==> src/rtl/die_temp_monitor.sv <==
// die_temp_monitor: samples the XADC die-temperature code at a fixed rate,
// block-averages 2^AVG_LOG2 valid samples, and drives a hysteretic
// over-temperature alarm with a saturating event counter.
// Optional peak hold (running max/min of averages) enabled by TEMP_PEAK_HOLD_EN.
module die_temp_monitor #(
  parameter int unsigned SAMPLE_DIV = 21000,
  parameter int unsigned AVG_LOG2   = 4,
  parameter logic [11:0] HI_THRESH  = 12'd2911,
  parameter logic [11:0] LO_THRESH  = 12'd2830
) (
  input  logic        clk210_p,
  input  logic        reset_p,
  input  logic [15:0] fpga_die_temp_p,
  input  logic        peak_clr_p,
  output logic [11:0] temp_avg_p,
  output logic        avg_valid_p,
  output logic        over_temp_p,
  output logic [7:0]  over_temp_events_p,
  output logic [11:0] temp_max_p,
  output logic [11:0] temp_min_p
);

  localparam int unsigned TICK_W = $clog2(SAMPLE_DIV);
  localparam int unsigned ACC_W  = 12 + AVG_LOG2;
  localparam int unsigned SCNT_W = AVG_LOG2 + 1;

  localparam logic [TICK_W-1:0] TICK_LAST = TICK_W'(SAMPLE_DIV - 1);
  localparam logic [SCNT_W-1:0] SCNT_LAST = SCNT_W'((1 << AVG_LOG2) - 1);

  typedef enum logic [1:0] {
    ST_WARMUP = 2'd0,
    ST_NORMAL = 2'd1,
    ST_HOT    = 2'd2
  } state_t;

  logic [TICK_W-1:0] tick_cnt;
  logic [ACC_W-1:0]  acc;
  logic [SCNT_W-1:0] samp_cnt;
  state_t            state_q;
  state_t            state_d;

  logic              tick_c;
  logic [11:0]       sample_c;
  logic              sample_ok_c;
  logic              last_c;
  logic              avg_update_c;
  logic [ACC_W-1:0]  sum_c;
  logic [11:0]       avg_c;
  logic              enter_hot_c;
  logic              unused_c;

  // Sample strobe and averaging datapath; a zero code means no conversion yet.
  assign tick_c       = (tick_cnt == TICK_LAST);
  assign sample_c     = fpga_die_temp_p[11:0];
  assign sample_ok_c  = tick_c && (sample_c != 12'd0);
  assign last_c       = (samp_cnt == SCNT_LAST);
  assign avg_update_c = sample_ok_c && last_c;
  assign sum_c        = acc + ACC_W'(sample_c);
  assign avg_c        = 12'(sum_c >> AVG_LOG2);

  // Free-running sample-rate divider, wraps at SAMPLE_DIV-1.
  always_ff @(posedge clk210_p or posedge reset_p) begin
    if (reset_p) begin
      tick_cnt <= '0;
    end else if (tick_c) begin
      tick_cnt <= '0;
    end else begin
      tick_cnt <= tick_cnt + TICK_W'(1);
    end
  end

  // Accumulate valid samples; restart the block when the average is published.
  always_ff @(posedge clk210_p or posedge reset_p) begin
    if (reset_p) begin
      acc      <= '0;
      samp_cnt <= '0;
    end else if (sample_ok_c) begin
      if (last_c) begin
        acc      <= '0;
        samp_cnt <= '0;
      end else begin
        acc      <= sum_c;
        samp_cnt <= samp_cnt + SCNT_W'(1);
      end
    end
  end

  // Alarm state register.
  always_ff @(posedge clk210_p or posedge reset_p) begin
    if (reset_p) begin
      state_q <= ST_WARMUP;
    end else begin
      state_q <= state_d;
    end
  end

  // Alarm next-state: evaluated only on a fresh average, with hysteresis in HOT.
  always_comb begin
    state_d     = state_q;
    enter_hot_c = 1'b0;
    if (avg_update_c) begin
      case (state_q)
        ST_WARMUP, ST_NORMAL: begin
          if (avg_c >= HI_THRESH) begin
            state_d = ST_HOT;
          end else begin
            state_d = ST_NORMAL;
          end
        end
        ST_HOT: begin
          if (avg_c < LO_THRESH) begin
            state_d = ST_NORMAL;
          end
        end
        default: state_d = ST_WARMUP;
      endcase
      enter_hot_c = (state_q != ST_HOT) && (state_d == ST_HOT);
    end
  end

  // Registered outputs: average, valid pulse, alarm level and event count move together.
  always_ff @(posedge clk210_p or posedge reset_p) begin
    if (reset_p) begin
      temp_avg_p         <= 12'd0;
      avg_valid_p        <= 1'b0;
      over_temp_p        <= 1'b0;
      over_temp_events_p <= 8'd0;
    end else begin
      avg_valid_p <= avg_update_c;
      if (avg_update_c) begin
        temp_avg_p  <= avg_c;
        over_temp_p <= (state_d == ST_HOT);
      end
      if (enter_hot_c && (over_temp_events_p != 8'hFF)) begin
        over_temp_events_p <= over_temp_events_p + 8'd1;
      end
    end
  end

`ifdef TEMP_PEAK_HOLD_EN
  // Running max/min of published averages; a clear wins over a same-cycle update.
  always_ff @(posedge clk210_p or posedge reset_p) begin
    if (reset_p) begin
      temp_max_p <= 12'h000;
      temp_min_p <= 12'hFFF;
    end else if (peak_clr_p) begin
      temp_max_p <= 12'h000;
      temp_min_p <= 12'hFFF;
    end else if (avg_valid_p) begin
      if (temp_avg_p > temp_max_p) begin
        temp_max_p <= temp_avg_p;
      end
      if (temp_avg_p < temp_min_p) begin
        temp_min_p <= temp_avg_p;
      end
    end
  end

  assign unused_c = ^fpga_die_temp_p[15:12];
`else
  // Peak hold absent: outputs sit at their cleared values.
  assign temp_max_p = 12'h000;
  assign temp_min_p = 12'hFFF;
  assign unused_c   = ^{fpga_die_temp_p[15:12], peak_clr_p};
`endif

endmodule

==> config.mk <==
export PLATFORM = sky130hd
export DESIGN_NAME = die_temp_monitor
export DESIGN_NICKNAME = d
export VERILOG_FILES = /design/src/rtl/die_temp_monitor.sv
export SDC_FILE = /design/constraint.sdc
export NUM_CORES = 1
export LEC_CHECK = 0
export CORE_MARGIN = 1.5
export CORE_UTILIZATION = 57
export DETAILED_ROUTE_END_ITERATION = 7
export GPL_TIMING_DRIVEN = 0
export PLACE_DENSITY_LB_ADDON = 0.15
export SLEW_MARGIN = 25
export SYNTH_ARGS = -nofsm -noshare
export SYNTH_HDL_FRONTEND = slang
export SYNTH_SLANG_ARGS = --single-unit
==> constraint.sdc <==
create_clock -name clk210_p -period 5.2 [get_ports clk210_p]
set_input_delay 1.56 -clock clk210_p [delete_from_list [all_inputs] [get_ports clk210_p]]
set_output_delay 1.56 -clock clk210_p [all_outputs]
set_load 0.005 [all_outputs]
==> metrics, run 1 <==
Clock Sinks=60; Clock Tree Buf Depth=2; Max-Cap Viols=0; port bufs=35; Final Hold Fails=0; fin crit share=97.0%; post-place setup slack=-0.194 ns; Die Y=82.2 um; DR pass1 iterations=4; final wirelength=between 7000 and 8000 um; Avg Synthesized Cell Area=about 9.7 um^2; Synth top area share=about 42%; Critical Path Start Type=input port; Site Rows=28; Final ANT Viol Nets=0; die area=approximately 6800 um^2; Final setup violation count=0; initial DRC count=between 200 and 300; CTS HTree Levels=3; CTS tree=built; Worst EP arrival=approximately 5.3 ns; CP max FO=7; core box area=around 6000 um^2; Worst-path clk slew=around 0.060 ns; Congestion Overflow GR=0; Setup Skew=0.0125 ns; Initial Util=between 50% and 60%; Main synth FF type=dfrtp_1; Synth Warn #=0; gpl congestion=~0.83; sequential fraction of the synthesis area=a little over two fifths; most frequent cells in the layout=dfrtp_1 (60), nand2_1 (51), clkdlybuf4s50_1 (35); Tmin final=between 5 and 6 ns; worst slew pin tran=0.797 ns; Final nets=~470; Synth area leader=dfrtp_1; RSZ-0062 raised after global routing=false; IO Pins=65; fin worst setup slack=approximately 0.16 ns; Mapped Cells=369; root buffer cell=clkbuf_8; P per Cell Area=roughly 230 nW/um^2; Mapped Area=3570 um^2; status=finished, final reports clean; Crit Path Class=in -> reg; largest net degree at the start of global routing=32; static leakage=0.00207 uW; DP HPWL=5650 um; most common cell after layout, fill and taps aside=dfrtp_1; asr flop ratio synth=100%; layout cells sized above 1=between 10% and 20%; WHS=0.486 ns; # Post-CTS Setup Buffers=0; # hold bufs at CTS=0; DR WL/cell=between 10 and 15 um; synthesis-to-layout area growth=21.2%; post-synth cell types=64; antenna fix cells=0; Pins Over Slew Limit=0; first-pass GRT wire length=12400 um; die width=82.2 um; Critical Path RT=roughly 5.4 ns; Via density=5.61; Total Routing Usage GR=around 24%; vias in the first global route=~2700; Max Clk Rate=a little under 200 MHz; Slew headroom=between 40 and 50%; number of CTS-inserted buffers=9; peak supply drop=around 230 uV; FF+latch count, synth=60; Post-synth EDFFs=0; Critical Path Sink Type=flip-flop; # DRC=0; HP Class=reg -> reg; Area contributors post-synth=dfrtp_1 (42%), nand2_1 (5.4%), ha_1 (5.3%), buf_4 (5.0%), xnor2_1 (4.9%); Resize count post-CTS=0; clock latency on the worst-skew pair=~0.33 ns; initial antenna violation count=0; Vias=2899
## cells by family (layout without fill, tap and decap cells)
family | Yosys count | after routing | synth area share, %
mux | 2 | 2 | 0.735
xor+xnor | 33 | 33 | 8.09
compound gates | 83 | 83 | 17.6
fa+ha+maj | 16 | 16 | 5.81
simple gates | 135 | 135 | 18.9
other cells | 2 | 24 | 0.210
buf+inv | 38 | 89 | 6.62
flops | 60 | 60 | 42.0
## registers in the layout (all words and copies together) (netlist names)
register / flops
state_q: 2
over_temp_events_p: 8
tick_cnt: 15
temp_avg_p: 12
over_temp_p: 1
samp_cnt: 5
avg_valid_p: 1
acc: 16
## routing by layer
| metal | GRT usage, % | part of all wire (%) |
|---|---|---|
| met1 | 32.6 | 46 |
| met2 | 39.4 | 48 |
| met3 | 3.85 | 5.4 |
| met4 | 8.81 | 1.1 |
| met5 | 0 | 0 |
## through the flow
stage	setup TNS [ns]	std cells	power (uW)	instance area [um^2]	utilization, %
after floorplan	0	391	524	3660	-
after global placement	-0.417	501	543	4100	68.5
after detailed placement	-0.777	502	547	4120	68.8
after CTS	0	517	981	4330	72.3
after global routing	0	517	1010	4330	72.3
final	0	517	977	4330	72.3
## worst max-delay path, cell delays in order
cell,delay (ns)
clkdlybuf4s50_1,0.44
ha_1,0.27
fa_1,0.44
a211o_1,0.35
a21bo_4,0.25
a41oi_2,0.25
xor2_1,0.15
or4_4,0.59
a2111oi_4,0.53
nor2_2,0.12
mux2_4,0.31
## power by group
group	total, uW	leakage (uW)	switching (uW)	internal, uW
clock network	438	0.000101	181	258
registers	467	0.000824	0	467
logic	71.8	0.00114	39.0	32.9
total	977	0.00207	219	757
## worst paths after layout
check                                   startpoint  cells after the start  slack [ns]               endpoint
worst min-delay path                 temp_avg_p[3]                      2        0.49          temp_avg_p[3]
max in group asynchronous                  reset_p                      3        3.15                 acc[8]
worst max-delay path            fpga_die_temp_p[0]                     11        0.16  over_temp_events_p[1]
min in group asynchronous                  reset_p                      2        1.56            tick_cnt[2]
worst min register to register       temp_avg_p[3]                      2        0.49          temp_avg_p[3]
worst max register to register              acc[0]                     10        1.47  over_temp_events_p[1]
## cells in the mapped netlist (all sizes together) (3+ instances only)
cell and n:
a211o 3, a21o 4, a21oi 14, a22o 5
a31oi 4, and3 7, buf 27, clkbuf 6
dfrtp 60, ha 15, inv 5, nand2 51
nand2b 3, nand3 18, nand4 3, nor2 20
nor2b 3, nor3 7, nor4 5, o211a 4
o211ai 4, o21ai 29, or2 4, or4 3
xnor2 20, xor2 13
## cell type report
cell class / instances / area, um^2
clock buffers: 12 / 165
repair buffers: 36 / 370
plain buffers: 33 / 218
well taps: 75 / 93.8
flip-flops and latches: 60 / 1500
inverters: 5 / 21.3
clock inverters: 3 / 45.0
fillers: 481 / 1660
multi-input cells: 293 / 1920
Note: power is estimated with default switching activity, not from simulation.
==> inputs of run 2 (changes only) <==
--- a/config.mk
+++ b/config.mk
@@ -8,6 +8,7 @@
 export CORE_MARGIN = 1.5
 export CORE_UTILIZATION = 57
 export DETAILED_ROUTE_END_ITERATION = 7
+export GPL_ROUTABILITY_DRIVEN = 0
 export GPL_TIMING_DRIVEN = 0
 export PLACE_DENSITY_LB_ADDON = 0.15
 export SLEW_MARGIN = 25
==> results of run 2 <==
Final layout, timing and power as in run 1 (identical DEF).
==> inputs of run 3 (changes only) <==
--- a/config.mk
+++ b/config.mk
@@ -8,9 +8,10 @@
 export CORE_MARGIN = 1.5
 export CORE_UTILIZATION = 57
 export DETAILED_ROUTE_END_ITERATION = 7
-export GPL_ROUTABILITY_DRIVEN = 0
+export GPL_ROUTABILITY_DRIVEN = 1
 export GPL_TIMING_DRIVEN = 0
 export PLACE_DENSITY_LB_ADDON = 0.15
+export REMOVE_ABC_BUFFERS = 1
 export SLEW_MARGIN = 25
 export SYNTH_ARGS = -nofsm -noshare
 export SYNTH_HDL_FRONTEND = slang
==> metrics, run 3 (synthesis results as in run 1) <==
antenna fix cells=0 (unchanged); Slew headroom=40.3% (-6.1 points); initial antenna violation count=0 (unchanged); HP Class=reg -> reg; Worst setup startpoint=fpga_die_temp_p[0]; Site Rows=28 (unchanged); Internal Pwr Total=770 uW (+1.7%); Final Hold Fails=0 (unchanged); initial DRC count=175 (-34%); Die Y=82.2 um (unchanged); die width=82.2 um (unchanged); core box area=5990 um^2 (unchanged); gpl congestion=0.888; IO Pins=65 (unchanged); clock latency on the worst-skew pair=0.34 ns (about the same); vias in the first global route=2699 (+0.19%); Clock power frac=47.0% (+2.1 points); Max Clk Rate=198 MHz (about the same); Pins Over Slew Limit=0 (unchanged); Resize count post-CTS=0 (unchanged); Critical Path Sink Type=flip-flop; peak supply drop=166 uV (-27%); # Post-CTS Setup Buffers=0 (unchanged); Worst EP arrival=5.27 ns (about the same); Switching Share=22.0% (-0.45 points); fin crit share=96.9% (about the same); P_sw=218 uW (-0.88%); Worst-path clk slew=0.07 ns (about the same); static leakage=0.00194 uW (-6.2%); Initial Util=59.7% (unchanged); port bufs=35 (unchanged); combinational fraction of design power=5.8% (-1.6 points); Vias=2706 (-6.7%); Max-Cap Viols=0 (unchanged); final wirelength=7220 um (-6.2%); Seq pwr share=47.2% (-0.6 points); synthesis-to-layout area growth=15.4%; Critical Path RT=5.43 ns (+0.02 ns); hold path start=temp_avg_p[1]; Total Routing Usage GR=24.4% (+0.17 points); Reg with most FFs=acc; flip-flop count of the largest register after layout=16 (unchanged); Clock Tree Buf Depth=2 (unchanged); largest net degree at the start of global routing=34 (+6.3%); Congestion Overflow GR=0 (unchanged); # DRC=0 (unchanged); CTS HTree Levels=3 (unchanged); layout cells sized above 1=9.02% (-5.7 points); RSZ-0062 raised after global routing=false; die area=6760 um^2 (unchanged); Final ANT Viol Nets=0 (unchanged); DR WL/cell=14.9 um (about the same); Critical Path Start Type=input port; Final setup violation count=0 (unchanged); P per Cell Area=240 nW/um^2 (+6.3%); Final nets=440 (-7.0%); CTS tree=built; most common cell after layout, fill and taps aside=dfrtp_1; Crit Path Class=in -> reg; worst slew pin tran=0.893 ns (+0.0962 ns); most frequent cells in the layout=dfrtp_1 (60), nand2_1 (51), clkdlybuf4s50_1 (35); Via density=5.58 (-0.50%); # hold bufs at CTS=0 (unchanged); CP max FO=7 (unchanged); number of CTS-inserted buffers=9 (unchanged); DR pass1 iterations=5 (+1); R2R Path Start=tick_cnt[0]; Setup Skew=0.00668 ns (-0.00581 ns); status=finished, final reports clean; Largest regs=acc x16, tick_cnt x15, temp_avg_p x12; final core utilization=68.8% (-3.5 points); Filler cells=473 (-1.7%); first-pass GRT wire length=12400 um (+0.33%); Layout Cells excl Fill=485 (-6.2%); Tmin final=5.04 ns (-0.00423 ns); DP HPWL=5200 um (-7.9%); root buffer cell=clkbuf_8; Placed Instances=469 (-6.6%); Clock Sinks=60 (unchanged)
## run 3: cell type report
cell class	count	area [um^2]	share of cell area (%)
clock inverters	4	72.6	1.76
inverters	5	21.3	0.516
multi-input cells	293	1920	46.5
repair buffers	36	370	8.98
clock buffers	12	145	3.52
flip-flops and latches	60	1500	36.4
well taps	75	93.8	2.28
## run 3: worst max-delay path, stage by stage
cell,delay (ns)
clkdlybuf4s50_1,0.43
ha_1,0.26
fa_1,0.43
a211o_1,0.35
a21bo_4,0.25
a41oi_2,0.27
xor2_1,0.16
or4_4,0.59
a2111oi_4,0.52
nor2_2,0.12
mux2_4,0.32
## run 3: power groups by stage
| stage | registers [uW] | clock network, uW | logic (uW) |
|---|---|---|---|
| 3_5_place_dp | 475 | 0 | 57.2 |
| 3_3_place_gp | 475 | 0 | 54.2 |
| 6_report | 467 | 464 | 57.1 |
| 4_1_cts | 467 | 476 | 57.3 |
| 2_1_floorplan | 475 | 0 | 34.7 |
| 5_1_grt | 466 | 492 | 65.3 |
## run 3: per-layer routing
layer | track usage, % | vias up | wire length [um]
met5 | 0 | - | 0
met4 | 10.0 | 0 | 104
met3 | 4.73 | 13 | 357
met2 | 38.0 | 69 | 3300
met1 | 33.3 | 1280 | 3460
li1 | - | 1344 | -
## run 3: through the flow
step | worst slack, ns | power [uW] | hold slack, ns | instance area [um^2] | setup TNS (ns)
3_3_place_gp | -0.149 | 530 | 0.454 | 3880 | -0.397
2_1_floorplan | 0.538 | 510 | 0.447 | 3440 | 0
4_1_cts | 0.180 | 1000 | 0.481 | 4120 | 0
3_5_place_dp | -0.170 | 533 | 0.464 | 3910 | -0.537
6_report | 0.160 | 988 | 0.478 | 4120 | 0
5_1_grt | 0.00388 | 1020 | 0.503 | 4120 | 0
## run 3: path summary, 6_finish.rpt
kind                                         end  slack [ns]  cells past startpoint
max in group asynchronous                 acc[7]        3.17                      3
min                                temp_avg_p[1]        0.48                      2
min reg2reg                        temp_avg_p[1]        0.48                      2
max reg2reg                over_temp_events_p[1]        1.32                      9
min in group asynchronous  over_temp_events_p[6]        1.54                      2
max                        over_temp_events_p[1]        0.16                     11
==> patch 1 (config.mk and constraints of run 1) <==
The parameter `SAMPLE_DIV` goes from 21000 to 42000.
--- a/src/rtl/die_temp_monitor.sv
+++ b/src/rtl/die_temp_monitor.sv
@@ -5,3 +5,3 @@
 module die_temp_monitor #(
-  parameter int unsigned SAMPLE_DIV = 21000,
+  parameter int unsigned SAMPLE_DIV = 42000,
   parameter int unsigned AVG_LOG2   = 4,
Formal check against the unedited RTL: same outputs for any inputs over 10 cycles, from zero or initial values and one cycle with reset_p high; that may be too few to reach the edited logic, so the function may still have changed.
==> patch 1 against run 1 <==
  * Setup slack gained 0.10 ns
  * Synthesized cell count grew 4.9%
  * Sequential cell count grew 1
  * Wire length grew 9.7%
  * Critical path depth grew 1
  * Fmax grew 2.1%
  * Hold slack lost 0.0015 ns
  * Design area grew 3.1%
  * Area after synthesis grew 3.4%
  * Clock skew shrank 0.0033 ns
  * Total power grew 0.84%
  * Critical endpoint unchanged
  * Largest cell class unchanged
  * Highest routed layer unchanged
==> patch 1: results (changes against run 1) <==
[clocking]
cts-root-buf = clkbuf_8  ; unchanged
clk_transition_reported_paths_ns = 0.07
clockBufferDepth = 2  ; unchanged
numCtsBuffers = 9  ; unchanged
clock_latency_ns = 0.33  ; about the same
cts_setup_buffers = 0  ; unchanged
htreeDepth = 3  ; unchanged

[critical_path]
r2r_start = acc[0]  ; unchanged
crit_arrival_ns = 5.16  ; was 5.26 ns
regToRegEndpoint = over_temp_events_p[1]  ; unchanged
slowest_stage = a211oi_1  ; was or4_4
startpoint = fpga_die_temp_p[0]  ; unchanged
cp_top_family = compound AO/OA/AOI/OAI gates  ; unchanged
cp_max_fo = 8  ; was 7
slowest_delay_ns = 0.51  ; was 0.59 ns
reg2reg_slack_ns = 1.63  ; was 1.47 ns
end_kind = flop  ; unchanged
reg2reg_depth = 11  ; was 10

[layout]
reg_top3 = acc x16, tick_cnt x16, temp_avg_p x12  ; was acc x16, tick_cnt x15, temp_avg_p x12
fillCellCount = 518  ; was 481
drive_above_1_share = 0.1518  ; was 0.1471
diodes = 0  ; unchanged
fin_cells = 538  ; was 517
fin_nets = 491  ; was 473

[detailed_routing]
vias = 3045  ; was 2899
drt_wl_total_mm = 8.452  ; was 7.704 mm
first_pass_iters = 4  ; unchanged
drt_iter0_markers = 199  ; was 266

[synth]
synth_xor_area_frac = 0.07107  ; was 0.08085
netlist_instances = 387  ; was 369
synth_compound_area_frac = 0.1685  ; was 0.1764
synth.area.mux_share = 0.007107  ; was 0.007350
ys_warn_count = 0  ; unchanged
synthTopCellsByCount = dfrtp_1 (61), nand2_1 (52), o21ai_0 (26)  ; was dfrtp_1 (60), nand2_1 (51), buf_4 (24)
synthAdderAreaFrac = 0.05618  ; was 0.05810
synth_area_leaders = dfrtp_1 (41%), nand2_1 (5.3%), buf_4 (5.1%)  ; was dfrtp_1 (42%), nand2_1 (5.4%), ha_1 (5.3%)
ys_seq_area_frac = 0.4129  ; was 0.4200
yosysUniqueCellTypes = 63  ; was 64

[timing]
holdWs_ns = 0.4846  ; was 0.4861 ns
finalSetupViolCount = 0  ; unchanged
max_slew_margin = 0.5244  ; was 0.4646
period_minus_slack_ns = 4.943  ; was 5.044 ns
finClkSkew_ns = 0.009176  ; was 0.01249 ns

[placed_design]
dpl_cell_area_um2 = 4257  ; was 4124 µm²
portBuffers = 35  ; unchanged
place_hpwl_mm = 6.089  ; was 5.646 mm
place.gp.congestion = 0.9333  ; was 0.8343
place_ws_ns = -0.03323  ; was -0.1940 ns
dp_cells = 522  ; was 502

[hold_path]
hold_end = temp_avg_p[9]  ; was temp_avg_p[3]
hold_path_class = reg2reg  ; unchanged
hold_depth = 2  ; unchanged
min_from = temp_avg_p[9]  ; was temp_avg_p[3]

[global_route]
grt_max_degree = 51  ; was 32
grt_pass1_wl_mm = 14.18  ; was 12.39 mm
track_usage = 0.2555  ; was 0.2423

[outcome]
status = completed  ; unchanged

[power]
p_leak_uw = 0.002117  ; was 0.002069 µW
ir_worst_vdd_mv = 0.1851  ; was 0.2269 mV

-- patch 1: area by class of cell --
class                      instances  area [µm²]  area share
buffer                            34       232.7     0.05210
multi-input combinational        303        1979      0.4431
clock inverter                     5       58.81     0.01317
sequential                        61        1526      0.3417
tap                               77       96.34     0.02157
clock buffer                      11       151.4     0.03389
timing repair buffer              36       377.9     0.08459
inverter                          11       43.79    0.009804
-- patch 1: where the power goes --
part	internal, µW	switching [µW]	leakage, µW
combinational	34.5	39.8	0.00118
clock	247	189	0.000102
sequential	474	0	0.000833
total	756	229	0.00212
-- patch 1: layer usage --
layer | up-vias | part of all wire | GRT usage
li1 | 1488 | - | -
met1 | 1457 | 0.45 | 0.3464
met2 | 86 | 0.48 | 0.4050
met3 | 14 | 0.050 | 0.05440
met4 | 0 | 0.019 | 0.09985
met5 | - | 0 | 0
-- patch 1: tightest hold or removal path: stages (launching register included) --
cell and delay (ns):
dfrtp_1 0.34, nand2_1 0.06, nand2_1 0.06
==> patch 2 (flow settings as in run 1) <==
Without the edit above. Register the output `over_temp_events_p` once more, with the module's reset; this adds one clock of latency there. The other outputs are not delayed to match.
--- a/src/rtl/die_temp_monitor.sv
+++ b/src/rtl/die_temp_monitor.sv
@@ -34,2 +34,4 @@
   } state_t;
+
+  logic [7:0] over_temp_events_p_s0;
 
@@ -126,3 +128,3 @@
       over_temp_p        <= 1'b0;
-      over_temp_events_p <= 8'd0;
+      over_temp_events_p_s0 <= 8'd0;
     end else begin
@@ -133,4 +135,4 @@
       end
-      if (enter_hot_c && (over_temp_events_p != 8'hFF)) begin
-        over_temp_events_p <= over_temp_events_p + 8'd1;
+      if (enter_hot_c && (over_temp_events_p_s0 != 8'hFF)) begin
+        over_temp_events_p_s0 <= over_temp_events_p_s0 + 8'd1;
       end
@@ -166,2 +168,10 @@
 
+  always_ff @(posedge clk210_p or posedge reset_p) begin
+    if (reset_p) begin
+      over_temp_events_p <= '0;
+    end else begin
+      over_temp_events_p <= over_temp_events_p_s0;
+    end
+  end
+
 endmodule
Behaviour: same outputs for any inputs over 10 cycles, from zero or initial values and one cycle with reset_p high; that may be too few to reach the edited logic, so the function may still have changed.
==> patch 2 against run 1 <==
  * Synthesized cell count is 2.4% lower
  * Hold slack worse by 0.065 ns
  * Wire length fell by 7.0%
  * Sequential share of layout area increased by 4.4 points
  * Setup slack better by 0.40 ns
  * Sequential cell count up 8
  * Design area increased by 0.52%
  * Fmax is 8.5% higher
  * Area after synthesis is 0.88% higher
  * Total power grew 5.5%
  * Critical path type unchanged
==> patch 2: results (changes against run 1) <==
[outcome]
status = completed  ; unchanged

[detailed_routing]
vias = 2746  ; was 2899
wl_met2_mm = 3.408  ; was 3.689 mm
wl_per_cell_um = 14.07  ; was 14.90 µm

[placed_design]
place_hpwl_mm = 5.324  ; was 5.646 mm

[layout]
fin_nets = 464  ; was 473
regArea_um2 = 1702  ; was 1501 µm²
clk_share = 0.04624  ; was 0.04850
signal_buffers = 70  ; was 69
multiInputCombCellCount = 275  ; was 293
n_clock_buffer = 11  ; was 12

[synth]
synth_compound_area_frac = 0.1513  ; was 0.1764
synthTopCellsByCount = dfrtp_1 (68), nand2_1 (46), o21ai_0 (31)  ; was dfrtp_1 (60), nand2_1 (51), buf_4 (24)
synthAdderAreaFrac = 0.05760  ; was 0.05810
synth_area_leaders = dfrtp_1 (47%), ha_1 (5.2%), buf_4 (5.0%)  ; was dfrtp_1 (42%), nand2_1 (5.4%), ha_1 (5.3%)
yosysUniqueCellTypes = 54  ; was 64
ys_seq_area_frac = 0.4719  ; was 0.4200
netlist.area_leader.share = 0.4719  ; was 0.4200

[critical_path]
slowest_delay_ns = 0.45  ; was 0.59 ns
crit_arrival_ns = 4.88  ; was 5.26 ns
slowest_stage = clkdlybuf4s50_1  ; was or4_4
reg2reg_slack_ns = 1.86  ; was 1.47 ns
cp_max_fo = 8  ; was 7

[hold_path]
hold_end = over_temp_events_p[6]  ; was temp_avg_p[3]

[power]
ir_worst_vdd_mv = 0.1924  ; was 0.2269 mV

[timing]
max_slew_margin = 0.6010  ; was 0.4646
setup_slack_ns = 0.5510  ; was 0.1558 ns

[global_route]
grt_pass1_wl_mm = 12.01  ; was 12.39 mm
grt_pass1_vias = 2551  ; was 2694

[clocking]
clock_sinks = 68  ; was 60

-- patch 2: metal layers --
layer	vias to the layer above	GRT usage
li1	1360	-
met1	1304	0.3234
met2	70	0.3764
met3	12	0.04286
met4	0	0.09333
met5	-	0
-- patch 2: metrics by stage --
stage,cells,util,hold WS (ns),cell area (µm²)
after floorplan,382,-,0.3866,3689
after global placement,492,0.6858,0.4037,4133
after detailed placement,493,0.6896,0.4052,4155
after CTS,509,0.7230,0.4213,4357
after global routing,509,0.7230,0.4408,4357
final,509,0.7230,0.4215,4357
-- patch 2: where the power goes --
part	internal, µW	switching [µW]
sequential	529	0
combinational	30.0	34.8
clock	244	192
total	803	227
-- patch 2: worst reg2reg max path: cells and delay by family, from the launching register on --
family,cells,cell delay [ns]
muxes,1,0.38
and+or+nand+nor,2,0.60
adders and majority gates,2,0.66
xor gates and xnor gates,1,0.13
DFF,1,0.39
AOI/OAI and AO/OA,4,1.08
